[config.mk]
export PLATFORM = sky130hd
export DESIGN_NAME = mem_port_arbiter
export DESIGN_NICKNAME = d
export VERILOG_FILES = /design/src/rtl/tinyalu_pkg.sv /design/src/rtl/rr_pick.sv /design/src/rtl/mem_port_arbiter.sv
export SDC_FILE = /design/constraint.sdc
export NUM_CORES = 1
export LEC_CHECK = 0
export CELL_PAD_IN_SITES_DETAIL_PLACEMENT = 1
export CELL_PAD_IN_SITES_GLOBAL_PLACEMENT = 2
export CORE_AREA = 4 4 115 117
export CTS_CLUSTER_SIZE = 10
export DETAILED_ROUTE_END_ITERATION = 8
export DIE_AREA = 0 0 119 121
export PLACE_DENSITY_LB_ADDON = 0.3
export SYNTH_ARGS = -nofsm -noshare
export SYNTH_HDL_FRONTEND = slang
export SYNTH_SLANG_ARGS = --single-unit
[constraint.sdc]
create_clock -name clk -period 1.92 [get_ports clk]
set_input_delay 0.384 -clock clk [delete_from_list [all_inputs] [get_ports clk]]
set_output_delay 0.384 -clock clk [all_outputs]
set_load 0.05 [all_outputs]
[src/rtl/tinyalu_pkg.sv]
// Shared types and widths for the processor memory-port logic.
//   MEM_ADDR_W / MEM_DATA_W : memory address and data widths
//   arb_state_t             : arbiter FSM state encoding
//   idx_width()             : index width for a requester count (minimum 1 bit)
package tinyalu_pkg;

  localparam int unsigned MEM_ADDR_W = 14;
  localparam int unsigned MEM_DATA_W = 16;

  typedef enum logic [0:0] {
    ARB_IDLE      = 1'b0,
    ARB_WAIT_RESP = 1'b1
  } arb_state_t;

  function automatic int unsigned idx_width(input int unsigned n);
    return (n <= 2) ? 1 : $clog2(n);
  endfunction

endpackage

[src/rtl/rr_pick.sv]
// Combinational round-robin selector.
//   req_i        : request vector, one bit per requester
//   last_grant_i : index of the most recently served requester
//   winner_c     : first requester with req set, searching from last_grant_i+1 with wrap
//   any_valid_c  : at least one request bit is set
module rr_pick
  import tinyalu_pkg::*;
#(
  parameter int unsigned NUM_REQ = 2,
  parameter int unsigned IDX_W   = idx_width(NUM_REQ)
) (
  input  logic [NUM_REQ-1:0] req_i,
  input  logic [IDX_W-1:0]   last_grant_i,
  output logic [IDX_W-1:0]   winner_c,
  output logic               any_valid_c
);

  logic [IDX_W-1:0] cand;

  // Walk from the farthest candidate back to the nearest so the nearest set bit wins.
  always_comb begin
    winner_c    = '0;
    any_valid_c = 1'b0;
    cand        = '0;
    for (int i = int'(NUM_REQ); i >= 1; i--) begin
      cand = IDX_W'((int'(last_grant_i) + i) % int'(NUM_REQ));
      if (req_i[cand]) begin
        winner_c    = cand;
        any_valid_c = 1'b1;
      end
    end
  end

endmodule

[src/rtl/mem_port_arbiter.sv]
// Shares one processor memory port between NUM_REQ requesters.
// Round-robin grant, a single outstanding transaction, per-requester response
// pulse, and a watchdog that completes a transaction with an error when
// mem_resp does not arrive within TIMEOUT_CYCLES (0 disables the watchdog).
//   clk, reset                       : clock, synchronous active-high reset
//   req_valid/write/addr/wdata       : per-requester request (packed vectors)
//   req_ack                          : one-cycle accept pulse per requester
//   rsp_valid, rsp_rdata, rsp_err    : completion pulse, read data, timeout flag
//   cs, read_req, write_req          : memory strobes, held for the transaction
//   addrout, datatomem, datafrommem  : memory address / write data / read data
//   mem_resp                         : memory completion pulse
//   busy                             : arbiter not idle
module mem_port_arbiter
  import tinyalu_pkg::*;
#(
  parameter int unsigned NUM_REQ        = 2,
  parameter int unsigned TIMEOUT_CYCLES = 64
) (
  input  logic                          clk,
  input  logic                          reset,
  input  logic [NUM_REQ-1:0]            req_valid,
  input  logic [NUM_REQ-1:0]            req_write,
  input  logic [NUM_REQ*MEM_ADDR_W-1:0] req_addr,
  input  logic [NUM_REQ*MEM_DATA_W-1:0] req_wdata,
  output logic [NUM_REQ-1:0]            req_ack,
  output logic [NUM_REQ-1:0]            rsp_valid,
  output logic [MEM_DATA_W-1:0]         rsp_rdata,
  output logic                          rsp_err,
  output logic                          cs,
  output logic                          read_req,
  output logic                          write_req,
  output logic [MEM_ADDR_W-1:0]         addrout,
  output logic [MEM_DATA_W-1:0]         datatomem,
  input  logic [MEM_DATA_W-1:0]         datafrommem,
  input  logic                          mem_resp,
  output logic                          busy
);

  localparam int unsigned IDX_W   = idx_width(NUM_REQ);
  localparam int unsigned CNT_W   = (TIMEOUT_CYCLES < 2) ? 1 : $clog2(TIMEOUT_CYCLES);
  localparam int unsigned TO_LAST = (TIMEOUT_CYCLES == 0) ? 0 : TIMEOUT_CYCLES - 1;

  arb_state_t state_q, state_d;

  logic [IDX_W-1:0]      last_grant_q, last_grant_d;
  logic [IDX_W-1:0]      owner_q, owner_d;
  logic                  write_q, write_d;
  logic [MEM_ADDR_W-1:0] addr_q, addr_d;
  logic [MEM_DATA_W-1:0] wdata_q, wdata_d;
  logic                  cs_q, cs_d;
  logic                  rd_q, rd_d;
  logic                  wr_q, wr_d;
  logic [NUM_REQ-1:0]    ack_q, ack_d;
  logic [NUM_REQ-1:0]    rsp_valid_q, rsp_valid_d;
  logic [MEM_DATA_W-1:0] rsp_rdata_q, rsp_rdata_d;
  logic                  rsp_err_q, rsp_err_d;
  logic [CNT_W-1:0]      cnt_q, cnt_d;
  logic                  busy_q, busy_d;

  logic [IDX_W-1:0]      winner_c;
  logic                  any_valid_c;
  logic                  timeout_hit_c;

  logic [MEM_ADDR_W-1:0] addr_arr [NUM_REQ];
  logic [MEM_DATA_W-1:0] wdata_arr[NUM_REQ];

  // Unpack the flat request buses into per-requester lanes.
  for (genvar g = 0; g < int'(NUM_REQ); g++) begin : g_unpack
    assign addr_arr[g]  = req_addr[g*MEM_ADDR_W +: MEM_ADDR_W];
    assign wdata_arr[g] = req_wdata[g*MEM_DATA_W +: MEM_DATA_W];
  end

  rr_pick #(
    .NUM_REQ (NUM_REQ),
    .IDX_W   (IDX_W)
  ) u_rr_pick (
    .req_i        (req_valid),
    .last_grant_i (last_grant_q),
    .winner_c     (winner_c),
    .any_valid_c  (any_valid_c)
  );

  assign timeout_hit_c = (TIMEOUT_CYCLES != 0) && (cnt_q == CNT_W'(TO_LAST));

  // State register.
  always_ff @(posedge clk) begin
    if (reset) state_q <= ARB_IDLE;
    else       state_q <= state_d;
  end

  // Next-state and registered-output logic.
  always_comb begin
    state_d      = state_q;
    last_grant_d = last_grant_q;
    owner_d      = owner_q;
    write_d      = write_q;
    addr_d       = addr_q;
    wdata_d      = wdata_q;
    cs_d         = cs_q;
    rd_d         = rd_q;
    wr_d         = wr_q;
    ack_d        = '0;
    rsp_valid_d  = '0;
    rsp_rdata_d  = rsp_rdata_q;
    rsp_err_d    = rsp_err_q;
    cnt_d        = cnt_q;

    unique case (state_q)
      ARB_IDLE: begin
        // A stray mem_resp here is deliberately ignored.
        if (any_valid_c) begin
          ack_d[winner_c] = 1'b1;
          owner_d         = winner_c;
          write_d         = req_write[winner_c];
          addr_d          = addr_arr[winner_c];
          wdata_d         = wdata_arr[winner_c];
          cs_d            = 1'b1;
          rd_d            = ~req_write[winner_c];
          wr_d            = req_write[winner_c];
          cnt_d           = '0;
          state_d         = ARB_WAIT_RESP;
        end
      end
      ARB_WAIT_RESP: begin
        // mem_resp takes precedence over a timeout in the same cycle.
        if (mem_resp || timeout_hit_c) begin
          cs_d                 = 1'b0;
          rd_d                 = 1'b0;
          wr_d                 = 1'b0;
          rsp_valid_d[owner_q] = 1'b1;
          rsp_err_d            = ~mem_resp;
          rsp_rdata_d          = (mem_resp && !write_q) ? datafrommem : '0;
          last_grant_d         = owner_q;
          cnt_d                = '0;
          state_d              = ARB_IDLE;
        end else begin
          cnt_d = cnt_q + CNT_W'(1);
        end
      end
      default: state_d = ARB_IDLE;
    endcase

    busy_d = (state_d != ARB_IDLE);
  end

  // Datapath and output registers.
  always_ff @(posedge clk) begin
    if (reset) begin
      last_grant_q <= IDX_W'(NUM_REQ - 1);
      owner_q      <= '0;
      write_q      <= 1'b0;
      addr_q       <= '0;
      wdata_q      <= '0;
      cs_q         <= 1'b0;
      rd_q         <= 1'b0;
      wr_q         <= 1'b0;
      ack_q        <= '0;
      rsp_valid_q  <= '0;
      rsp_rdata_q  <= '0;
      rsp_err_q    <= 1'b0;
      cnt_q        <= '0;
      busy_q       <= 1'b0;
    end else begin
      last_grant_q <= last_grant_d;
      owner_q      <= owner_d;
      write_q      <= write_d;
      addr_q       <= addr_d;
      wdata_q      <= wdata_d;
      cs_q         <= cs_d;
      rd_q         <= rd_d;
      wr_q         <= wr_d;
      ack_q        <= ack_d;
      rsp_valid_q  <= rsp_valid_d;
      rsp_rdata_q  <= rsp_rdata_d;
      rsp_err_q    <= rsp_err_d;
      cnt_q        <= cnt_d;
      busy_q       <= busy_d;
    end
  end

  assign req_ack   = ack_q;
  assign rsp_valid = rsp_valid_q;
  assign rsp_rdata = rsp_rdata_q;
  assign rsp_err   = rsp_err_q;
  assign cs        = cs_q;
  assign read_req  = rd_q;
  assign write_req = wr_q;
  assign addrout   = addr_q;
  assign datatomem = wdata_q;
  assign busy      = busy_q;

endmodule

==> out/qor.txt <==
status - complete, no violations
Area Growth Syn to Fin - 75.1%
Psw - 1.19 mW
gpl congestion - 0.700
TritonCTS buffer count - 9
Distinct cells, synth - 35
Vias - 2456
Critical path buffers and inverters - 1
CTS tree - yes
Final min period - 1870 ps
fmax - 0.534 GHz
first-pass GRT wire length - 13400 um
iteration count of the initial detailed-routing pass - 4
RR Endpoint - rsp_rdata[14]
Clock Tree Root - clkbuf_16
endpoints failing hold - 0
# IOs - 138
die span in y - 121 um
critical path, cell by cell - clkdlybuf4s50_1
WHS Endpoint - owner_q
sw frac - 29.3%
GRT Util Overall - 11.8%
hold path cells - 2
number of global-route vias before repair - 2629
pre-CTS setup slack - -26.6 ps
Comb power frac - 23.9%
die area - 14400 um2
number of synthesized flops with an enable pin - 0
Diodes inserted - 0
Mapped Nets - 339
worst setup margin - 47.4 ps
post-DR wirelength/cell - 14.6 um
Worst path slowest cell - clkdlybuf4s50_1
Skew-Pair Late Insertion Delay - 330 ps
count of state elements after synthesis - 64
reg2reg setup slack - 210 ps
die width - 119 um
WS Path Type - reg2out
Main synth FF type - dfxtp_1
syn avg cell area - 9.91 um2
power density cells - 917 nW/um2
Hold Path Class - in2reg
Initial Util - 20.4%
largest net degree at the start of global routing - 34
DRT Wirelength - 8370 um
max_slew headroom - 64.5%
dpl hpwl - 6180 um
Final #Nets - 483
layout cells sized above 1 - 14.1%
measured slew at the worst slew-check pin - 531 ps
Final setup viols - 0
asr flop ratio synth - 0%
Pins Over Slew Limit - 0
clk buf depth - 2
H-tree levels - 3
post-route cell area - 4430 um2
count of input and output buffers - 137
crit share post-route - 97.5%
Worst Setup Start Kind - flop
Reg2Reg Depth - 6
Post-Synthesis Cells - 255
DRC Markers - 0
CP arrival - 1490 ps
largest stage delay on the critical path - 810 ps
Critical Path End Type - output pin
Setup Skew - 7.39 ps
WP data required - 1540 ps
Peak VDD IR - 0.310 mV
HP Start - reset
drt via density - 4.27
clock share of power - 39.6%
GR Overflow Total - 0
Clock Pin Slew Worst Setup and Hold Paths - 50 ps
Sink Count - 64
placed cell area - 4130 um2
initial DRC count - 43
core box area - 12400 um2
sequential area share after synthesis - 50.7%
Reg-to-Reg Start - cnt_q[0]
RSZ-0062 raised after global routing - no
Flop pwr share - 36.5%
antenna-violating nets left - 0
cell internal pwr - 2.87 mW
mapped cell area - 2530 um2
Post-CTS Setup Bufs - 0
Pleak - 1.72 nW
Top delay family on crit path - buffers and inverters
crit-path max FO - 2
synth warn - 0
max cap viols - 0
antenna violations before repair - 0
Std-Cell Rows - 41
hold_buf cts - 0
-- state kept, by name, indices dropped and copies added (netlist names), 2 cells and up --
| signal | flops |
|---|---|
| req_ack | 2 |
| rsp_rdata | 16 |
| rsp_valid | 2 |
| cnt_q | 6 |
| datatomem | 16 |
| addrout | 14 |
-- logic make-up after synthesis --
family	share of synthesized area [%]
adder cells (fa/ha/maj)	0.495
multiplexers	12.7
AND/OR/NAND/NOR	12.8
flip-flops	50.7
AO/OA/AOI/OAI	18.8
buffers and inverters	4.46
-- worst max-delay path by stage --
stage,startpoint,endpoint,depth (start not counted)
floorplan,busy,rsp_rdata[10],7
global placement,req_valid[1],read_req,5
detailed placement,req_valid[0],read_req,5
CTS,addrout[7],addrout[7],1
global route,datatomem[7],datatomem[7],1
finish,addrout[7],addrout[7],1
-- per-stage QoR --
stage	hold WS [ps]	utilization, %	cells	setup TNS [ps]	total power, mW
2_1_floorplan	429	-	255	0	2.05
3_3_place_gp	458	33.4	560	0	2.48
3_5_place_dp	462	33.4	560	-63.0	2.49
4_1_cts	436	35.8	575	0	4.14
5_1_grt	467	35.8	575	0	4.26
6_report	437	35.8	575	0	4.06
-- layout by cell type (no fill, tap or decap), types with 2 or more instances in the layout --
cell type	count
mux2i_1	31
a22o_1	16
a22oi_1	2
nor2_1	44
o21ai_0	2
nand2_1	6
buf_12	3
or3_1	2
nand3_1	5
a211oi_1	31
dlymetal6s2s_1	2
buf_4	30
nor3_1	4
inv_1	2
clkdlybuf4s50_1	116
or2_2	2
clkinv_2	3
dfxtp_1	63
a21oi_1	7
clkbuf_16	9
a31oi_1	2
-- cells in the mapped netlist (3+ instances only) --
cell	n	share of area, %
a22o_1	16	5.5
a21oi_1	7	1.4
a211oi_1	31	9.2
buf_4	3	0.89
nor3_1	4	0.79
buf_2	3	0.59
dfxtp_1	64	51
nand3_1	5	0.99
mux2i_1	31	12
nand2_1	6	0.89
nor2_1	45	6.7
clkbuf_1	10	1.5
-- timing repair --
action                                 CTS  global route
endpoints found under the hold margin    0             0
resized for setup                        0             2
setup endpoints to repair                0             2
-- metal layers --
layer / GRT usage [%] / up-vias / share of wire (%)
met5: 0 / - / 0
met4: 5.21 / 0 / 1.8
met3: 4.34 / 11 / 8.2
met2: 17.8 / 98 / 45
met1: 15.0 / 1133 / 45
li1: - / 1214 / -
-- power by group through the flow --
stage,registers (mW),clock network (mW),logic (mW)
after global placement,1.51,0,0.973
after floorplan,1.80,0,0.247
final,1.48,1.61,0.970
after CTS,1.48,1.68,0.985
after global routing,1.49,1.73,1.04
after detailed placement,1.51,0,0.982
-- layout make-up --
type | count | area (um2)
tap | 172 | 215
clock buffer | 11 | 243
timing repair buffer | 152 | 1480
clock inverter | 4 | 45.0
inverter | 3 | 11.3
fill | 1408 | 7940
multi-input combinational | 169 | 1150
sequential | 64 | 1280
(Power assumes the default switching activity.)
